`src/rtl/sum_accumulator.sv`:
```
// Block accumulator: sums N_SAMPLES unsigned inputs per block and presents each
// total with an overflow flag on a held valid/ready output.
module sum_accumulator #(
  parameter int DATA_W    = 8,
  parameter int ACC_W     = 16,
  parameter int N_SAMPLES = 4,
  parameter int SATURATE  = 0
) (
  input  logic                               clk,
  input  logic                               rst_n,
  input  logic                               ena,
  input  logic                               clear,
  input  logic                               in_valid,
  input  logic [DATA_W-1:0]                  in_data,
  output logic                               in_ready,
  output logic                               out_valid,
  input  logic                               out_ready,
  output logic [ACC_W-1:0]                   out_sum,
  output logic                               out_ovf,
  output logic [$clog2(N_SAMPLES+1)-1:0]     out_count
);

  localparam int CNT_W = $clog2(N_SAMPLES + 1);

  typedef enum logic {ACCUM, HOLD} state_t;

  state_t             state_q, state_d;
  logic [ACC_W-1:0]   acc_q, acc_d;
  logic [CNT_W-1:0]   count_q, count_d;
  logic               ovf_q, ovf_d;
  logic [ACC_W-1:0]   out_sum_q, out_sum_d;
  logic               out_valid_q, out_valid_d;
  logic               out_ovf_q, out_ovf_d;

  logic [ACC_W:0]     sum_ext;
  logic               ovf_flag;
  logic [ACC_W-1:0]   sum_res;
  logic               accept;
  logic               last_sample;

  assign in_ready  = ena && (state_q == ACCUM);
  assign accept    = in_valid && in_ready;
  assign out_valid = out_valid_q;
  assign out_sum   = out_sum_q;
  assign out_ovf   = out_ovf_q;
  assign out_count = (state_q == ACCUM) ? count_q : '0;

  always_comb begin
    // One extra bit catches the carry; the overflow flag is sticky within a block.
    sum_ext     = {1'b0, acc_q} + {{(ACC_W + 1 - DATA_W){1'b0}}, in_data};
    ovf_flag    = sum_ext[ACC_W] | ovf_q;
    sum_res     = ((SATURATE != 0) && ovf_flag) ? '1 : sum_ext[ACC_W-1:0];
    last_sample = (count_q == CNT_W'(N_SAMPLES - 1));

    state_d     = state_q;
    acc_d       = acc_q;
    count_d     = count_q;
    ovf_d       = ovf_q;
    out_sum_d   = out_sum_q;
    out_valid_d = out_valid_q;
    out_ovf_d   = out_ovf_q;

    if (ena) begin
      if (clear) begin
        state_d     = ACCUM;
        acc_d       = '0;
        count_d     = '0;
        ovf_d       = 1'b0;
        out_valid_d = 1'b0;
        out_ovf_d   = 1'b0;
      end else if (state_q == HOLD) begin
        if (out_ready) begin
          out_valid_d = 1'b0;
          state_d     = ACCUM;
        end
      end else if (accept) begin
        if (last_sample) begin
          out_sum_d   = sum_res;
          out_ovf_d   = ovf_flag;
          out_valid_d = 1'b1;
          state_d     = HOLD;
          acc_d       = '0;
          count_d     = '0;
          ovf_d       = 1'b0;
        end else begin
          acc_d   = sum_res;
          count_d = count_q + 1'b1;
          ovf_d   = ovf_flag;
        end
      end
    end
  end

  always_ff @(posedge clk or negedge rst_n) begin
    if (!rst_n) begin
      state_q     <= ACCUM;
      acc_q       <= '0;
      count_q     <= '0;
      ovf_q       <= 1'b0;
      out_sum_q   <= '0;
      out_valid_q <= 1'b0;
      out_ovf_q   <= 1'b0;
    end else begin
      state_q     <= state_d;
      acc_q       <= acc_d;
      count_q     <= count_d;
      ovf_q       <= ovf_d;
      out_sum_q   <= out_sum_d;
      out_valid_q <= out_valid_d;
      out_ovf_q   <= out_ovf_d;
    end
  end

endmodule

```
`config.mk`:
```
export PLATFORM = sky130hd
export DESIGN_NAME = sum_accumulator
export DESIGN_NICKNAME = d
export VERILOG_FILES = /design/src/rtl/sum_accumulator.sv
export SDC_FILE = /design/constraint.sdc
export NUM_CORES = 1
export LEC_CHECK = 0
export BUFFER_PORTS_ARGS = -buffer_cell sky130_fd_sc_hd__buf_2
export CAP_MARGIN = 10
export CORE_AREA = 2 2 68 70
export CTS_BUF_LIST = sky130_fd_sc_hd__clkbuf_4 sky130_fd_sc_hd__clkbuf_8
export CTS_CLUSTER_SIZE = 14
export DETAILED_ROUTE_END_ITERATION = 6
export DIE_AREA = 0 0 70 72
export PLACE_DENSITY_LB_ADDON = 0.2
export SLEW_MARGIN = 20
export SYNTH_ARGS = -nofsm -noshare
export SYNTH_HDL_FRONTEND = slang
export SYNTH_SLANG_ARGS = --single-unit
```
`constraint.sdc`:
```
create_clock -name clk -period 3.85 [get_ports clk]
set_clock_uncertainty 0.05 [all_clocks]
set_input_delay 1.155 -clock clk [delete_from_list [all_inputs] [get_ports clk]]
set_output_delay 1.155 -clock clk [all_outputs]
set_load 0.05 [all_outputs]
```
; Yosys cells after proc, flatten, opt, wreduce, memory -nomap -nowiden
; Cells that the tools add are included.
[classes]
add_sub_neg = 2
eq_ne = 3
n_bitwise = 3
mux = 27
reduce_logical = 10
[ops]
columns = cell, n
row1 = two-way mux 16 bit, 4
row2 = two-way mux 1 bit, 18
row3 = adder 16 x 8 -> 17 bit, 1
row4 = two-way mux 3 bit, 5
row5 = AND reduction 4 bit, 2
row6 = nonzero test 3 bit, 2
row7 = AND reduction 5 bit, 1
row8 = nonzero test 2 bit, 2
row9 = "adder 3 x 1 -> 3 bit, second input constant", 1
row10 = "== test 3 x 2 -> 1 bit, second input constant", 1
row11 = "!= test 3 bit, second input constant", 1
row12 = AND reduction 3 bit, 1
row13 = logical AND 1 bit, 2
row14 = "!= test 2 bit, second input constant", 1
row15 = inverter 1 bit, 2
row16 = bitwise OR 1 bit, 1
[word_totals]
out_inout_bits = 22
word_cells = 52
input_bits = 14
ff_bits = 39

; Depth between registers and ports, before layout
[depth]
depth_word = 6
mapped_depth = 9

; Least setup slack after synthesis
; OpenSTA, ideal clock, no wires.
[synth_timing]
path_kind = input -> output
startpoint = input ena
endpoint = output in_ready
arrival_ns = 2.045
setup_slack_ns = 0.600
n_path_buf = 1
stages = 2
path_cell_list = buf_2 nor2b_1
[synth_via]
elab_chain_len = 1
[synth_lines]
columns = element, line_no
row1 = "start, declared", 11  ; input logic ena,
row2 = logical AND 1 bit, 41  ; assign in_ready = ena && (state_q == ACCUM);
row3 = "end, declared", 15  ; output logic in_ready,
; Every way passes these cells.

; Worst setup path in the final report
[layout_timing]
startpoint = input in_data[0]
endpoint = register out_ovf_q, in the netlist out_ovf
[layout_via]
elab_chain_len = 6
[layout_lines]
columns = element, line_no
row1 = "start, declared", 14  ; input logic [DATA_W-1:0] in_data,
row2 = adder 16 x 8 -> 17 bit, 50  ; sum_ext = {1'b0, acc_q} + {{(ACC_W + 1 - DATA_W){1'b0}}, in_data};
row3 = bitwise OR 1 bit, 51  ; ovf_flag = sum_ext[ACC_W] | ovf_q;
row4 = two-way mux 1 bit, 77  ; if (last_sample) begin
row5 = two-way mux 1 bit, 76  ; end else if (accept) begin
row6 = two-way mux 1 bit, 71  ; end else if (state_q == HOLD) begin
row7 = two-way mux 1 bit, 64  ; if (clear) begin
row8 = "end signal, assigned", 110  ; out_ovf_q <= out_ovf_d;
row9 = "end, declared", 33  ; logic out_ovf_q, out_ovf_d;
; Every way passes these cells. The select of a mux whose other input is x is not followed.
; A chain may end at the register's enable or synchronous reset.

==> results.json <==
{
  "outcome": "completed",
  "stdcell_area_sq_um": 2420,
  "drtPass1Iterations": 4,
  "num_vias": 1618,
  "grt_overflow_total": 0,
  "htree_levels": 2,
  "timing.fmax_mhz": 318,
  "start_kind": "primary input",
  "ctsRootBufferMaster": "clkbuf_8",
  "areaGrowthSynthToFinish_pct": 16.0,
  "synth_seq_area_share_pct": 46.8,
  "setup-tns-final_ns": 0,
  "maxSlewViolCount": 0,
  "drc": 0,
  "final_hold_viol_count": 0,
  "worstPathRequired_ns": 3.96,
  "buffer_ports.inserted": 35,
  "power_density_nw_per_um2": 496,
  "synth-seq-cells": 39,
  "cap_violations": 0,
  "drt_iter0_markers": 69,
  "dpl-instance-area_sq_um": 2300,
  "tritoncts": "done",
  "clkLatencyLatePin_ns": 0.29,
  "instances_no_fill": 295,
  "final_common_cell": "dfrtp_1",
  "worstPathArrival_ns": 3.26,
  "pin_count": 36,
  "synth_top_area_share_pct": 46.8,
  "dp_hpwl_mm": 2.88,
  "fin_crit_ns": 3.14,
  "grt_pass1_wl_mm": 7.05,
  "place.gp.congestion": 0.803,
  "setup_violations": 0,
  "cts_buffer_depth": 2,
  "cts_made_buffers": 5,
  "die_y_um": 72,
  "layout_common_cells": "dfrtp_1, buf_2, o21ai_0, nand2_1, a21oi_1",
  "grt_pass1_vias": 1505,
  "synth_area_per_cell_sq_um": 10.1,
  "start_util_pct": 48.9,
  "crit_fanout": 7,
  "yosys_warnings": 0,
  "syn-cell-area_sq_um": 2090,
  "post_cts_buffers": 0,
  "post-route-util_pct": 56.7,
  "synth-edff-count": 0,
  "grtUsageTotal_pct": 17.6,
  "ctsResizeCount": 0,
  "synth_area_leaders": "dfrtp_1, ha_1, o21ai_0",
  "p_leak_uw": 0.00116,
  "ys.flop_type": "dfrtp_1",
  "rsz0062_at_grt": "no",
  "setup.worst_path.end_class": "flop",
  "yosys.area.top_type": "dfrtp_1",
  "core.rowCount": 24,
  "clk_pin_slew_worst_paths_ns": 0.08,
  "die_x_um": 70,
  "die-area_sq_um": 5040,
  "n_antenna_cell": 0,
  "drive_gt1_share_pct": 23.9,
  "hold_path.class": "flop to flop",
  "syn_inst": 207,
  "drt_wl_total_mm": 4.03,
  "postRouteAntennaNets": 0,
  "worst_pin_slew_ns": 0.874,
  "min_period_over_period_pct": 81.7,
  "fill_cells": 379,
  "antenna_found_initial": 0,
  "viasPerCell": 5.48,
  "dpl.cell_count": 287,
  "peakVddDrop_uv": 288,
  "critPathKind": "primary input to flop",
  "coreArea_sq_um": 4260,
  "grt_max_degree": 40,
  "synth.distinct_cells": 46,
  "post_drt_wl_per_cell_um": 13.7,
  "synthesis.nets": 231,
  "nNetsFinal": 266,
  "cts_hold_buf": 0,
  "cts.sinks": 39,
  "async_reset_ff_share_pct": 100,
  "slew_headroom_pct": 41.7,
  "fin_hold_ws_ns": 0.424
}
power breakdown:
| group | total (uW) | switching [uW] | internal, uW |
|---|---|---|---|
| Combinational | 364 | 238 | 126 |
| Clock | 353 | 143 | 210 |
| Sequential | 482 | 27.2 | 455 |
final cells by class:
class	instances	area (sq um)	share of cell area (%)
Multi-Input combinational cell	153	1050	43.3
Timing Repair Buffer	37	190	7.86
Inverter	6	22.5	0.931
Sequential cell	39	976	40.4
Clock buffer	6	82.6	3.41
Tap cell	52	65.1	2.69
Clock inverter	2	35.0	1.45
per-stage QoR:
step                      setup slack (ns)  total power, uW
after floorplan                      0.600              771
after global placement               0.464              850
after detailed placement             0.441              854
after CTS                            0.727             1210
after global routing                 0.561             1270
final                                0.706             1200
path summary, 6_finish.rpt:
check                                  from     endpoint  slack (ns)  cells past startpoint
worst max-delay path             in_data[0]      out_ovf        0.71                      9
worst min-delay path            out_sum[11]  out_sum[11]        0.42                      2
worst max register to register     acc_q[0]      out_ovf        1.30                      8
worst min register to register  out_sum[11]  out_sum[11]        0.42                      2
max in group asynchronous             rst_n    acc_q[10]        2.28                      1
min in group asynchronous             rst_n   out_sum[2]        0.93                      1
per-layer routing:
layer  vias up  track usage [%]  routed length [um]
met3         4             4.44                 174
met4         0             5.77                  31
met5         -                0                   0
met2        40             27.2                1800
met1       757             24.5                2030
li1        817                -                   -
flip-flops by register name, summed over array words and instances, names as in the netlist:
name	cells
acc_q	16
out_sum	16
count_q	3
out_ovf	1
out_valid	1
ovf_q	1
state_q	1
synth_stat cells (2+ instances only):
library cell and number:
nand3_1 7, a31oi_1 8, dfrtp_1 39, o21ai_1 2
nand2_1 19, clkbuf_1 4, nor2_1 7, xnor2_1 9
nand2b_1 3, mux2_2 7, o22ai_1 4, nor3_1 2
ha_1 9, o21bai_1 2, buf_2 3, xor2_1 5
o21ai_0 20, a21oi_1 11, o21a_1 3, a22o_1 7
inv_1 6, nor2b_1 6
critical path: stages:
cell and delay, ns:
buf_2 0.10, ha_1 0.24, fa_1 0.44, a211oi_1 0.30
nor3_1 0.09, o31a_1 0.28, or2_0 0.35, a31oi_1 0.21
o21ai_0 0.08
cells by family after synthesis:
| group | share of synthesized area [%] |
|---|---|
| AO/OA/AOI/OAI | 20.9 |
| AND/OR/NAND/NOR | 12.5 |
| flip-flops | 46.8 |
| buffers and inverters | 3.30 |
| XOR/XNOR | 5.88 |
| adder cells (fa/ha/maj) | 6.36 |
| multiplexers | 4.26 |
No activity file was read; power rests on OpenSTA's default activity.
